===== config.mk =====
export PLATFORM = sky130hd
export DESIGN_NAME = multicycle_controller
export DESIGN_NICKNAME = d
export VERILOG_FILES = /design/src/rtl/multicycle_controller_pkg.sv /design/src/rtl/multicycle_controller_alu_decoder.sv /design/src/rtl/multicycle_controller.sv
export SDC_FILE = /design/constraint.sdc
export NUM_CORES = 1
export LEC_CHECK = 0
export BUFFER_PORTS_ARGS = -buffer_cell sky130_fd_sc_hd__buf_2
export CORE_AREA = 2 2 39 41
export CTS_BUF_LIST = sky130_fd_sc_hd__clkbuf_2
export DETAILED_ROUTE_END_ITERATION = 10
export DIE_AREA = 0 0 41 43
export PLACE_DENSITY = 0.74
export SETUP_SLACK_MARGIN = 0.05
export SYNTH_ARGS = -nofsm -noshare
export SYNTH_HDL_FRONTEND = slang
export SYNTH_SLANG_ARGS = --single-unit

===== constraint.sdc =====
create_clock -name clk -period 1.9 [get_ports clk]
set_clock_uncertainty 0.1 [all_clocks]
set_input_delay 0.38 -clock clk [delete_from_list [all_inputs] [get_ports clk]]
set_output_delay 0.38 -clock clk [all_outputs]
set_load 0.05 [all_outputs]

===== src/rtl/multicycle_controller_pkg.sv =====
// Shared types and constants for the multicycle RISC-V controller:
// FSM state encoding, ALUOp codes, ALUControl encodings and opcodes.
package multicycle_controller_pkg;

  typedef enum logic [3:0] {
    S_FETCH    = 4'd0,
    S_DECODE   = 4'd1,
    S_MEMADR   = 4'd2,
    S_MEMREAD  = 4'd3,
    S_MEMWB    = 4'd4,
    S_MEMWRITE = 4'd5,
    S_EXECUTER = 4'd6,
    S_EXECUTEI = 4'd7,
    S_ALUWB    = 4'd8,
    S_BEQ      = 4'd9,
    S_JAL      = 4'd10
  } state_t;

  // 2'b11 is never produced by the FSM; the decoder treats it as ADD.
  typedef enum logic [1:0] {
    ALUOP_ADD   = 2'b00,
    ALUOP_SUB   = 2'b01,
    ALUOP_FUNCT = 2'b10,
    ALUOP_RSVD  = 2'b11
  } aluop_t;

  localparam logic [2:0] ALU_ADD = 3'b000;
  localparam logic [2:0] ALU_SUB = 3'b001;
  localparam logic [2:0] ALU_AND = 3'b010;
  localparam logic [2:0] ALU_OR  = 3'b011;
  localparam logic [2:0] ALU_SLL = 3'b100;
  localparam logic [2:0] ALU_SLT = 3'b101;

  localparam logic [6:0] OP_LW   = 7'b0000011;
  localparam logic [6:0] OP_SW   = 7'b0100011;
  localparam logic [6:0] OP_RTYP = 7'b0110011;
  localparam logic [6:0] OP_IALU = 7'b0010011;
  localparam logic [6:0] OP_BEQ  = 7'b1100011;
  localparam logic [6:0] OP_JAL  = 7'b1101111;

endpackage


===== src/rtl/multicycle_controller_alu_decoder.sv =====
// ALU decoder: maps ALUOp plus instruction fields to the ALUControl code.
// Only R-type (op[5]=1) with funct7b5 set selects SUB for funct3 000, so
// addi stays ADD whatever bit 30 of its immediate happens to be.
module alu_decoder
  import multicycle_controller_pkg::*;
(
  input  aluop_t     i_alu_op,
  input  logic [2:0] i_funct3,
  input  logic       i_op5,
  input  logic       i_funct7b5,
  output logic [2:0] o_alu_control
);

  // Combinational decode of the ALU operation.
  always_comb begin
    o_alu_control = ALU_ADD;
    case (i_alu_op)
      ALUOP_ADD: o_alu_control = ALU_ADD;
      ALUOP_SUB: o_alu_control = ALU_SUB;
      ALUOP_FUNCT: begin
        case (i_funct3)
          3'b000:  o_alu_control = (i_op5 && i_funct7b5) ? ALU_SUB : ALU_ADD;
          3'b001:  o_alu_control = ALU_SLL;
          3'b010:  o_alu_control = ALU_SLT;
          3'b110:  o_alu_control = ALU_OR;
          3'b111:  o_alu_control = ALU_AND;
          default: o_alu_control = ALU_ADD;
        endcase
      end
      default: o_alu_control = ALU_ADD;
    endcase
  end

endmodule


===== src/rtl/multicycle_controller.sv =====
// Multicycle RISC-V control unit: Moore FSM sequencing the shared datapath,
// immediate-format decode and the ALU decoder instance.
//
// state    | meaning
// ---------+---------------------------------------------------------
// FETCH    | read instruction, write IR, PC <= PC + 4
// DECODE   | read registers, compute PC + imm for a possible branch
// MEMADR   | compute load/store address rs1 + imm
// MEMREAD  | read data memory at computed address
// MEMWB    | write loaded data to rd
// MEMWRITE | write rs2 to data memory
// EXECUTER | ALU op on rs1, rs2
// EXECUTEI | ALU op on rs1, imm
// ALUWB    | write ALU result to rd
// BEQ      | compare rs1, rs2; take branch when Zero
// JAL      | PC <= target, compute PC + 4 for link
module multicycle_controller
  import multicycle_controller_pkg::*;
(
  input  logic       clk,
  input  logic       rst_n,
  input  logic [6:0] op,
  input  logic [2:0] funct3,
  input  logic       funct7b5,
  input  logic       Zero,
  output logic       PCWrite,
  output logic       IRWrite,
  output logic       RegWrite,
  output logic       MemWrite,
  output logic       AdrSrc,
  output logic [1:0] ResultSrc,
  output logic [1:0] ALUSrcA,
  output logic [1:0] ALUSrcB,
  output logic [1:0] ImmSrc,
  output logic [2:0] ALUControl
);

  state_t r_state;
  state_t w_next_state;
  logic   w_pc_update;
  logic   w_branch;
  aluop_t w_alu_op;

  // State register; reset is synchronous and overrides any transition.
  always_ff @(posedge clk) begin
    if (!rst_n) begin
      r_state <= S_FETCH;
    end else begin
      r_state <= w_next_state;
    end
  end

  // Next-state logic.
  always_comb begin
    w_next_state = S_FETCH;
    case (r_state)
      S_FETCH: w_next_state = S_DECODE;
      S_DECODE: begin
        case (op)
          OP_LW, OP_SW: w_next_state = S_MEMADR;
          OP_RTYP:      w_next_state = S_EXECUTER;
          OP_IALU:      w_next_state = S_EXECUTEI;
          OP_BEQ:       w_next_state = S_BEQ;
          OP_JAL:       w_next_state = S_JAL;
          default:      w_next_state = S_FETCH;
        endcase
      end
      S_MEMADR:   w_next_state = (op == OP_LW) ? S_MEMREAD : S_MEMWRITE;
      S_MEMREAD:  w_next_state = S_MEMWB;
      S_EXECUTER: w_next_state = S_ALUWB;
      S_EXECUTEI: w_next_state = S_ALUWB;
      S_JAL:      w_next_state = S_ALUWB;
      S_MEMWB:    w_next_state = S_FETCH;
      S_MEMWRITE: w_next_state = S_FETCH;
      S_ALUWB:    w_next_state = S_FETCH;
      S_BEQ:      w_next_state = S_FETCH;
      default:    w_next_state = S_FETCH;
    endcase
  end

  // Moore outputs: everything defaults to 0 and each state raises its own.
  always_comb begin
    IRWrite     = 1'b0;
    RegWrite    = 1'b0;
    MemWrite    = 1'b0;
    AdrSrc      = 1'b0;
    ResultSrc   = 2'b00;
    ALUSrcA     = 2'b00;
    ALUSrcB     = 2'b00;
    w_pc_update = 1'b0;
    w_branch    = 1'b0;
    w_alu_op    = ALUOP_ADD;
    case (r_state)
      S_FETCH: begin
        IRWrite     = 1'b1;
        ALUSrcB     = 2'b10;
        ResultSrc   = 2'b10;
        w_pc_update = 1'b1;
      end
      S_DECODE: begin
        ALUSrcA = 2'b01;
        ALUSrcB = 2'b01;
      end
      S_MEMADR: begin
        ALUSrcA = 2'b10;
        ALUSrcB = 2'b01;
      end
      S_MEMREAD: begin
        AdrSrc = 1'b1;
      end
      S_MEMWB: begin
        ResultSrc = 2'b01;
        RegWrite  = 1'b1;
      end
      S_MEMWRITE: begin
        AdrSrc   = 1'b1;
        MemWrite = 1'b1;
      end
      S_EXECUTER: begin
        ALUSrcA  = 2'b10;
        w_alu_op = ALUOP_FUNCT;
      end
      S_EXECUTEI: begin
        ALUSrcA  = 2'b10;
        ALUSrcB  = 2'b01;
        w_alu_op = ALUOP_FUNCT;
      end
      S_ALUWB: begin
        RegWrite = 1'b1;
      end
      S_JAL: begin
        ALUSrcA     = 2'b01;
        ALUSrcB     = 2'b10;
        w_pc_update = 1'b1;
      end
      S_BEQ: begin
        ALUSrcA  = 2'b10;
        w_alu_op = ALUOP_SUB;
        w_branch = 1'b1;
      end
      default: begin
        IRWrite = 1'b0;
      end
    endcase
  end

  // Zero arrives in the BEQ cycle itself, so the branch term stays combinational.
  assign PCWrite = w_pc_update | (w_branch & Zero);

  // Immediate format follows the opcode in every state, not just DECODE.
  always_comb begin
    ImmSrc = 2'b00;
    case (op)
      OP_LW, OP_IALU: ImmSrc = 2'b00;
      OP_SW:          ImmSrc = 2'b01;
      OP_BEQ:         ImmSrc = 2'b10;
      OP_JAL:         ImmSrc = 2'b11;
      default:        ImmSrc = 2'b00;
    endcase
  end

  alu_decoder u_alu_decoder (
    .i_alu_op      (w_alu_op),
    .i_funct3      (funct3),
    .i_op5         (op[5]),
    .i_funct7b5    (funct7b5),
    .o_alu_control (ALUControl)
  );

endmodule

# [Yosys cells after proc, flatten, opt, wreduce, memory -nomap -nowiden]
# Cells that the tools add are included.
[op_classes] n_reduce_logical=12 n_mux=17 n_eq_ne=22 n_bitwise=2
[op_table] op="one-hot mux 4 bit (5 select lines)" n=2
[op_table] op="equality test 4 x 3 -> 1 bit, second input constant" n=4
[op_table] op="one-hot mux 2 bit (2 select lines)" n=4
[op_table] op="one-hot mux 3 bit (5 select lines)" n=1
[op_table] op="equality test 7 x 6 -> 1 bit, second input constant" n=2
[op_table] op="equality test 7 bit, second input constant" n=2
[op_table] op="equality test 4 bit, second input constant" n=3
[op_table] op="OR reduction 2 bit" n=6
[op_table] op="equality test 4 x 2 -> 1 bit, second input constant" n=2
[op_table] op="equality test 7 x 2 -> 1 bit, second input constant" n=1
[op_table] op="equality test 7 x 5 -> 1 bit, second input constant" n=1
[op_table] op="two-way mux 1 bit" n=7
[op_table] op="equality test 3 bit, second input constant" n=2
[op_table] op="one-hot mux 2 bit (3 select lines)" n=1
[op_table] op="one-hot mux 3 bit (2 select lines)" n=1
[op_table] op="OR reduction 3 bit" n=2
[op_table] op="equality test 4 x 1 -> 1 bit, second input constant" n=1
[op_table] op="logical NOT 4 bit" n=1
[op_table] op="OR reduction 4 bit" n=1
[op_table] op="equality test 3 x 1 -> 1 bit, second input constant" n=1
[op_table] op="equality test 3 x 2 -> 1 bit, second input constant" n=1
[op_table] op="logical NOT 3 bit" n=1
[op_table] op="two-way mux 3 bit" n=1
[op_table] op="equality test 2 x 1 -> 1 bit, second input constant" n=1
[op_table] op="other kinds (4)" n=4
[word_totals] reg_bits=4 elab_cells=54

# [Longest topological paths before layout]
# Gate-level depths: netlist of run 1.
[logic_depth] ltp_word=5 mapped_depth=7 depth_no_buf=6

# [By module]
# A second synthesis of run 1 with hierarchy kept.
[hier_totals] hier_cells=81 hier_area_um2=581.8
[modules_own_cells] module="multicycle_controller" cells_per_inst=69 n_inst=1 area_each_um2=486.7
[modules_own_cells] module="alu_decoder" cells_per_inst=12 n_inst=1 area_each_um2=95.1

# [Worst setup path after synthesis of run 1]
# No wires, ideal clock.
[synth_timing] path_kind="reg2out" start="reg r_state[0]" end="out ResultSrc[1]" required_time_ps=1420 n_path_buf=2 setup_slack_ps=-1132 path_stages_with_launch=4 arrival_time_ps=2552 cell_sequence="dfxtp_1 > buf_2 > nor4_1 > buf_4"
[synth_between] elab_chain_len=2 elab_cells_between_ends=3 classes_between="eq/ne (1); mux (1); reduce/logical (1)"
[synth_lines] element="from (decl)" line_no="multicycle_controller.sv:38" rtl="state_t r_state;"
[synth_lines] element="from (signal assigned)" line_no="multicycle_controller.sv:49" rtl="r_state <= w_next_state;"
[synth_lines] element="equality test 4 x 3 -> 1 bit / logical NOT 4 bit (equally long branches)" line_no="multicycle_controller.sv:93" rtl="case (r_state)"
[synth_lines] element="one-hot mux 2 bit (2 select lines) *" line_no="multicycle_controller.sv:93"
[synth_lines] element="to (decl)" line_no="multicycle_controller.sv:31" rtl="output logic [1:0] ResultSrc,"
# Mark *: on every way between the ends. The rest lies on a longest branch, timed or not.

# [Worst setup path after layout of run 1]
[layout_timing] start="reg r_state[3]" end="out ALUControl[1]"
[layout_between] elab_chain_len=5 elab_cells_between_ends=8 classes_between="eq/ne (5); mux (2); reduce/logical (1)"
[layout_lines] element="equality test 4 x 3 -> 1 bit" line_no="multicycle_controller.sv:93"
[layout_lines] element="OR reduction 2 bit (no source line)"
[layout_lines] element="one-hot mux 2 bit (2 select lines) *" line_no="multicycle_controller.sv:93"
[layout_lines] element="equality test 2 bit / equality test 2 x 1 -> 1 bit (equally long branches)" line_no="multicycle_controller_alu_decoder.sv:17" rtl="case (i_alu_op)"
[layout_lines] element="one-hot mux 3 bit (2 select lines) *" line_no="multicycle_controller_alu_decoder.sv:17"
[layout_lines] element="to (decl)" line_no="multicycle_controller.sv:35" rtl="output logic [2:0] ALUControl"
# Marks and branches as above.

==> results of run 1 <==
[where the power goes]
group,leakage (nW),internal (mW),total (mW),switching (mW)
Clock,0.0125,0.0424,0.0757,0.0333
Sequential,0.0346,0.0853,0.0865,0.00122
Combinational,0.415,0.0578,0.149,0.0914
Total,0.462,0.185,0.311,0.126
[path summary, 6_finish.rpt]
path	from	end	slack [ps]	cells past startpoint
setup reg to reg	r_state[3]	r_state[3]	570	4
hold reg to reg	r_state[0]	r_state[0]	580	2
hold / removal	rst_n	r_state[3]	360	2
setup / recovery	r_state[3]	ALUControl[1]	-180	5
[area by class of cell]
| class | count | area [µm²] | area share, % |
|---|---|---|---|
| Inverter | 6 | 25.0 | 2.42 |
| Tap cell | 16 | 20.0 | 1.94 |
| Clock buffer | 3 | 15.0 | 1.45 |
| Sequential cell | 4 | 87.6 | 8.48 |
| Multi-Input combinational cell | 58 | 562 | 54.4 |
| Timing Repair Buffer | 42 | 323 | 31.3 |
[through the flow]
stage | util [%] | instances | hold slack, ps
6_report | 74.6 | 129 | 357
3_5_place_dp | 62.0 | 123 | 548
3_3_place_gp | 62.0 | 123 | 550
5_1_grt | 74.6 | 129 | 367
2_1_floorplan | - | 73 | 442
4_1_cts | 69.3 | 126 | 354
[placed cells by master (no fill, tap or decap), types with 2 or more instances in the layout]
cell type  instances
a211oi_2           2
a21oi_1            3
and3_4             2
buf_2             18
buf_4             11
buf_6              6
buf_8              4
clkbuf_2           3
clkbuf_4           3
dfxtp_2            3
ha_4               2
inv_1              3
inv_2              2
nand2_1            4
nand2b_4           2
nor2_1             4
nor2_2             4
nor3_2             2
nor3b_2            2
nor4_4             2
o21ai_1            3
[layer usage]
metal	share of wire (%)	up-vias	GRT usage [%]
met5	0	-	0
met4	1.1	0	10.0
met3	4.3	2	1.57
met2	57	23	37.8
met1	38	311	22.8
li1	-	346	-
[critical path, delay by kind of cell, from the launching register on]
| family | cells | cell delay [ps] |
|---|---|---|
| adders and majority gates | 1 | 220 |
| buffers and inverters | 1 | 150 |
| DFF | 1 | 310 |
| and+or+nand+nor | 3 | 710 |
[cells by family (layout without fill, tap and decap cells)]
| group | after synthesis | in the layout | synth area share [%] |
|---|---|---|---|
| adder cells (fa/ha/maj) | 2 | 2 | 4.67 |
| AO/OA/AOI/OAI | 17 | 17 | 23.1 |
| AND/OR/NAND/NOR | 35 | 35 | 40.2 |
| buffers and inverters | 11 | 51 | 10.5 |
| flip-flops | 4 | 4 | 15.0 |
| XOR/XNOR | 4 | 4 | 6.54 |
[what timing repair did]
item,CTS,global route
endpoints found under the setup margin,7,11
setup buffers,0,3
gates cloned,0,0
gates resized for setup,23,14
hold endpoints to repair,0,0
pin swaps,3,3
==> impl_metrics.env, run 1 <==
export IMPL_clk_pin_slew_ps=40
export IMPL_synth_top_area_share_pct=15.0
export IMPL_path_class="reg -> out"
export IMPL_die_w_um=41
export IMPL_outcome="complete, but fails checks"
export IMPL_synthMostInstantiatedCell="nor2_1"
export IMPL_place_area_um2=858
export IMPL_finalMaxSlewViolations=0
export IMPL_pin_count=30
export IMPL_largest_reg_flops=4
export IMPL_yosysTopAreaCell="dfxtp_1"
export IMPL_layout_drive_gt1_share_pct=71.7
export IMPL_grt_pass1_wl_um=2530
export IMPL_cp_slowest_cell="and4b_4"
export IMPL_port_buffers=29
export IMPL_path_cells="nand2b_4 > or2_4 > ha_4 > and4b_4 > buf_8"
export IMPL_syn_area_um2=536
export IMPL_clock_latency_ps=210
export IMPL_syn_num_nets=89
export IMPL_cts_root_buf="clkbuf_2"
export IMPL_cts_tree="yes"
export IMPL_route_detailed_drc=0
export IMPL_setup_tns_ps=-261
export IMPL_path_max_fanout=2
export IMPL_ys_seq_area_share_pct=15.0
export IMPL_power_density_nw_per_um2=302
export IMPL_via_per_inst=5.29
export IMPL_overflow=0
export IMPL_max_cap_violations=0
export IMPL_nNetsFinal=131
export IMPL_synth_seq_cells=4
export IMPL_num_vias=682
export IMPL_synth_edf_count=0
export IMPL_cp_required_ps=1420
export IMPL_setup_ws_ps=-180
export IMPL_drt_iter0_drc=9
export IMPL_syn_to_final_growth_pct=92.8
export IMPL_finalInstanceArea_um2=1030
export IMPL_grt_max_degree=16
export IMPL_relSlewSlack_pct=83.5
export IMPL_ys_flop_type="dfxtp_1"
export IMPL_yosys_warnings=0
export IMPL_violations="negative setup slack"
export IMPL_setup_violations=3
export IMPL_gp_congestion=0.766
export IMPL_hold_class="in -> reg"
export IMPL_cp_arrival_ps=1600
export IMPL_total_power_mw=0.311
export IMPL_start_util_pct=38.7
export IMPL_clock_path_buffers=2
export IMPL_die_height_um=43
export IMPL_dp_hpwl_um=1200
export IMPL_cts_sinks=4
export IMPL_finalHoldViolations=0
export IMPL_power_leakage_nw=0.462
export IMPL_syn_avg_cell_area_um2=7.34
export IMPL_antenna_found_initial=0
export IMPL_rsz0062_at_grt="yes"
export IMPL_worst_slew_pin_slew_ps=249
export IMPL_synth_cells_most_frequent="nor2_1 (9), inv_1 (6), dfxtp_1 (4), nand2_1 (4)"
export IMPL_slowest_delay_ps=330
export IMPL_antenna_cells=0
export IMPL_fmax_mhz=481
export IMPL_synth_async_reset_ratio_pct=0
export IMPL_cts_buffers=3
export IMPL_h_tree_depth=1
export IMPL_first_pass_iters=4
export IMPL_vdd_drop_max_v=0.000223
export IMPL_place_ws_ps=-86.2
export IMPL_postRouteWirelength_um=1730
export IMPL_fin_crit_ps=2080
export IMPL_antenna_left=0
export IMPL_rows=14
export IMPL_fin_crit_sh_pct=109
export IMPL_ys_top_cells_by_area="dfxtp_1 (15%), nor2_1 (6.3%), ha_1 (4.7%), inv_1 (4.2%), nor4_4 (4.0%)"
export IMPL_grtUsageTotal_pct=21.1
export IMPL_fillers=94
export IMPL_holdBufCountCts=0
export IMPL_top_register="r_state"
export IMPL_synth_distinct_cells=36
export IMPL_wl_per_cell_um=13.4
export IMPL_die_area_um2=1760
export IMPL_core_um2=1380
export IMPL_synth_cells=73
export IMPL_top_regs="r_state x4"
export IMPL_grt_pass1_vias=622
export IMPL_end_kind="output pin"
export IMPL_start_kind="flop"
Note: power is estimated with default switching activity, not from simulation.
==> inputs of run 2 (changes only) <==
--- a/config.mk
+++ b/config.mk
@@ -5,12 +5,13 @@
 export SDC_FILE = /design/constraint.sdc
 export NUM_CORES = 1
 export LEC_CHECK = 0
+export ABC_AREA = 1
 export BUFFER_PORTS_ARGS = -buffer_cell sky130_fd_sc_hd__buf_2
 export CORE_AREA = 2 2 39 41
 export CTS_BUF_LIST = sky130_fd_sc_hd__clkbuf_2
 export DETAILED_ROUTE_END_ITERATION = 10
 export DIE_AREA = 0 0 41 43
-export PLACE_DENSITY = 0.74
+export PLACE_DENSITY = 0.73
 export SETUP_SLACK_MARGIN = 0.05
 export SYNTH_ARGS = -nofsm -noshare
 export SYNTH_HDL_FRONTEND = slang
==> impl_metrics.env, run 2 <==
export IMPL_end_kind="output pin"
export IMPL_fin_crit_sh_pct=104
export IMPL_syn_num_nets=117
export IMPL_die_area_um2=1760
export IMPL_top_register="r_state"
export IMPL_largest_reg_flops=4
export IMPL_first_pass_iters=4
export IMPL_sequentialPowerShare_pct=28.4
export IMPL_clk_pin_slew_ps=60
export IMPL_port_buffers=29
export IMPL_fin_crit_ps=1980
export IMPL_start_kind="flop"
export IMPL_cts_buffers=3
export IMPL_grt_pass1_vias=638
export IMPL_antenna_left=0
export IMPL_final_cell_mix="nand2_1 (25), inv_1 (19), buf_2 (18)"
export IMPL_core_um2=1380
export IMPL_cts_tree="yes"
export IMPL_die_height_um=43
export IMPL_power_leakage_nw=0.507
export IMPL_hold_class="in -> reg"
export IMPL_drt_iter0_drc=10
export IMPL_max_cap_violations=0
export IMPL_overflow=0
export IMPL_power_share_clock_pct=26.5
export IMPL_hold_ws_ps=299
export IMPL_fillers=129
export IMPL_h_tree_depth=1
export IMPL_yosysTopAreaCell="nand2_1"
export IMPL_antenna_cells=0
export IMPL_syn_avg_cell_area_um2=5.25
export IMPL_via_per_inst=4.80
export IMPL_syn_to_final_growth_pct=72.9
export IMPL_postRouteWirelength_um=1600
export IMPL_top_regs="r_state x4"
export IMPL_die_w_um=41
export IMPL_swShare_pct=42.8
export IMPL_comb_power_share_pct=45.1
export IMPL_num_vias=754
export IMPL_cts_root_buf="clkbuf_2"
export IMPL_synth_top_area_share_pct=19.8
export IMPL_grtUsageTotal_pct=19.3
export IMPL_path_max_fanout=3
export IMPL_cp_arrival_ps=1500
export IMPL_synth_edf_count=0
export IMPL_rsz0062_at_grt="yes"
export IMPL_setup_ws_ps=-81.7
export IMPL_finalHoldViolations=0
export IMPL_worst_slew_pin_slew_ps=394
export IMPL_nNetsFinal=159
export IMPL_pin_count=30
export IMPL_synth_seq_cells=4
export IMPL_synth_async_reset_ratio_pct=0
export IMPL_r2r_slack_ps=650
export IMPL_place_ws_ps=-33.7
export IMPL_timing_rr_start="r_state[0]"
export IMPL_r2r_end="r_state[1]"
export IMPL_clock_latency_ps=220
export IMPL_layout_commonest_cell="nand2_1"
export IMPL_synth_cells_most_frequent="nand2_1 (28), inv_1 (24), nor2_1 (13), nand3_1 (10), a21oi_1 (5)"
export IMPL_grt_max_degree=6
export IMPL_route_detailed_drc=0
export IMPL_finalMaxSlewViolations=0
export IMPL_vdd_drop_max_v=0.000250
export IMPL_layout_drive_gt1_share_pct=49.6
export IMPL_antenna_found_initial=0
export IMPL_ys_seq_area_share_pct=15.1
export IMPL_clock_path_buffers=2
export IMPL_hp_start="rst_n"
export IMPL_violations="negative setup slack"
export IMPL_wl_per_cell_um=10.2
export IMPL_gp_congestion=0.753
export IMPL_synthMostInstantiatedCell="nand2_1"
export IMPL_p_sw_mw=0.131
export IMPL_worstSetupEndpoint="ALUControl[0]"
export IMPL_synth_cells=101
export IMPL_outcome="complete, but fails checks"
export IMPL_cp_required_ps=1420
export IMPL_cts_sinks=4
export IMPL_rows=14
export IMPL_grt_pass1_wl_um=2360
export IMPL_dp_hpwl_um=1160
export IMPL_cp_startpoint="r_state[0]"
export IMPL_relSlewSlack_pct=73.5
export IMPL_synth_distinct_cells=18
export IMPL_setup_violations=2
export IMPL_ys_flop_type="dfxtp_1"
export IMPL_syn_area_um2=531
export IMPL_path_class="reg -> out"
export IMPL_power_density_nw_per_um2=333
export IMPL_ys_top_cells_by_area="nand2_1 (20%), inv_1 (17%), dfxtp_1 (15%), nand3_1 (9.4%), nor2_1 (9.2%)"
export IMPL_p_int_mw=0.175
export IMPL_r2r_cells=8
export IMPL_fmax_mhz=505
export IMPL_start_util_pct=38.3
export IMPL_yosys_warnings=0
run 2: critical path: stages (launching register included):
cell	delay (ps)
dfxtp_2	330
inv_2	50
nor2_4	140
nand2_4	80
ha_4	170
inv_4	80
nor2_2	40
a21oi_1	170
nor2_2	70
buf_6	150
run 2: cell type report:
type / instances / area [µm²] / area share (%)
Timing Repair Buffer: 38 / 267 / 29.1
Tap cell: 16 / 20.0 / 2.18
Multi-Input combinational cell: 70 / 428 / 46.7
Sequential cell: 4 / 87.6 / 9.55
Inverter: 26 / 100 / 10.9
Clock buffer: 3 / 15.0 / 1.64
run 2: how the worst min path moves through the flow:
stage                 end  slack, ps  cells past startpoint
2_1_floorplan  r_state[2]        380                      2
3_3_place_gp   r_state[2]        500                      3
3_5_place_dp   r_state[2]        510                      3
4_1_cts        r_state[2]        290                      3
5_1_grt        r_state[2]        280                      3
6_report       r_state[2]        300                      3
run 2: power groups by stage:
stage          sequential (mW)  combinational, mW  clock, mW
2_1_floorplan           0.0889             0.0815          0
3_3_place_gp            0.0892              0.114          0
3_5_place_dp            0.0893              0.116          0
4_1_cts                 0.0867              0.123     0.0817
5_1_grt                 0.0866              0.150     0.0887
6_report                0.0868              0.138     0.0809
run 2: cell families after synthesis:
kind of cell,Yosys count,share of synthesized area [%]
simple gates,59,50.7
fa+ha+maj,2,4.72
buf+inv,27,19.8
compound gates,9,9.67
flops,4,15.1
run 2: timing repair:
action	in CTS	in global routing
endpoints found under the setup margin	6	11
setup buffers	2	1
pin swaps	5	2
hold buffers	0	0
resized for setup	26	20
run 2: metrics by stage:
stage	area, µm²	setup TNS [ps]	total power [mW]	util (%)	std cells
CTS	866	-59.3	0.292	62.6	156
global placement	763	0	0.204	55.2	151
floorplan	561	-178	0.170	-	101
detailed placement	763	-44.0	0.206	55.2	151
finish	917	-144	0.305	66.3	157
global route	917	-227	0.325	66.3	157
run 2: metal layers:
metal	part of all wire (%)	wire [µm]	global-route usage, %
met1	41	654	21.3
met2	55	875	34.7
met3	3.4	55	3.14
met4	1.0	16	6.00
met5	0	0	0
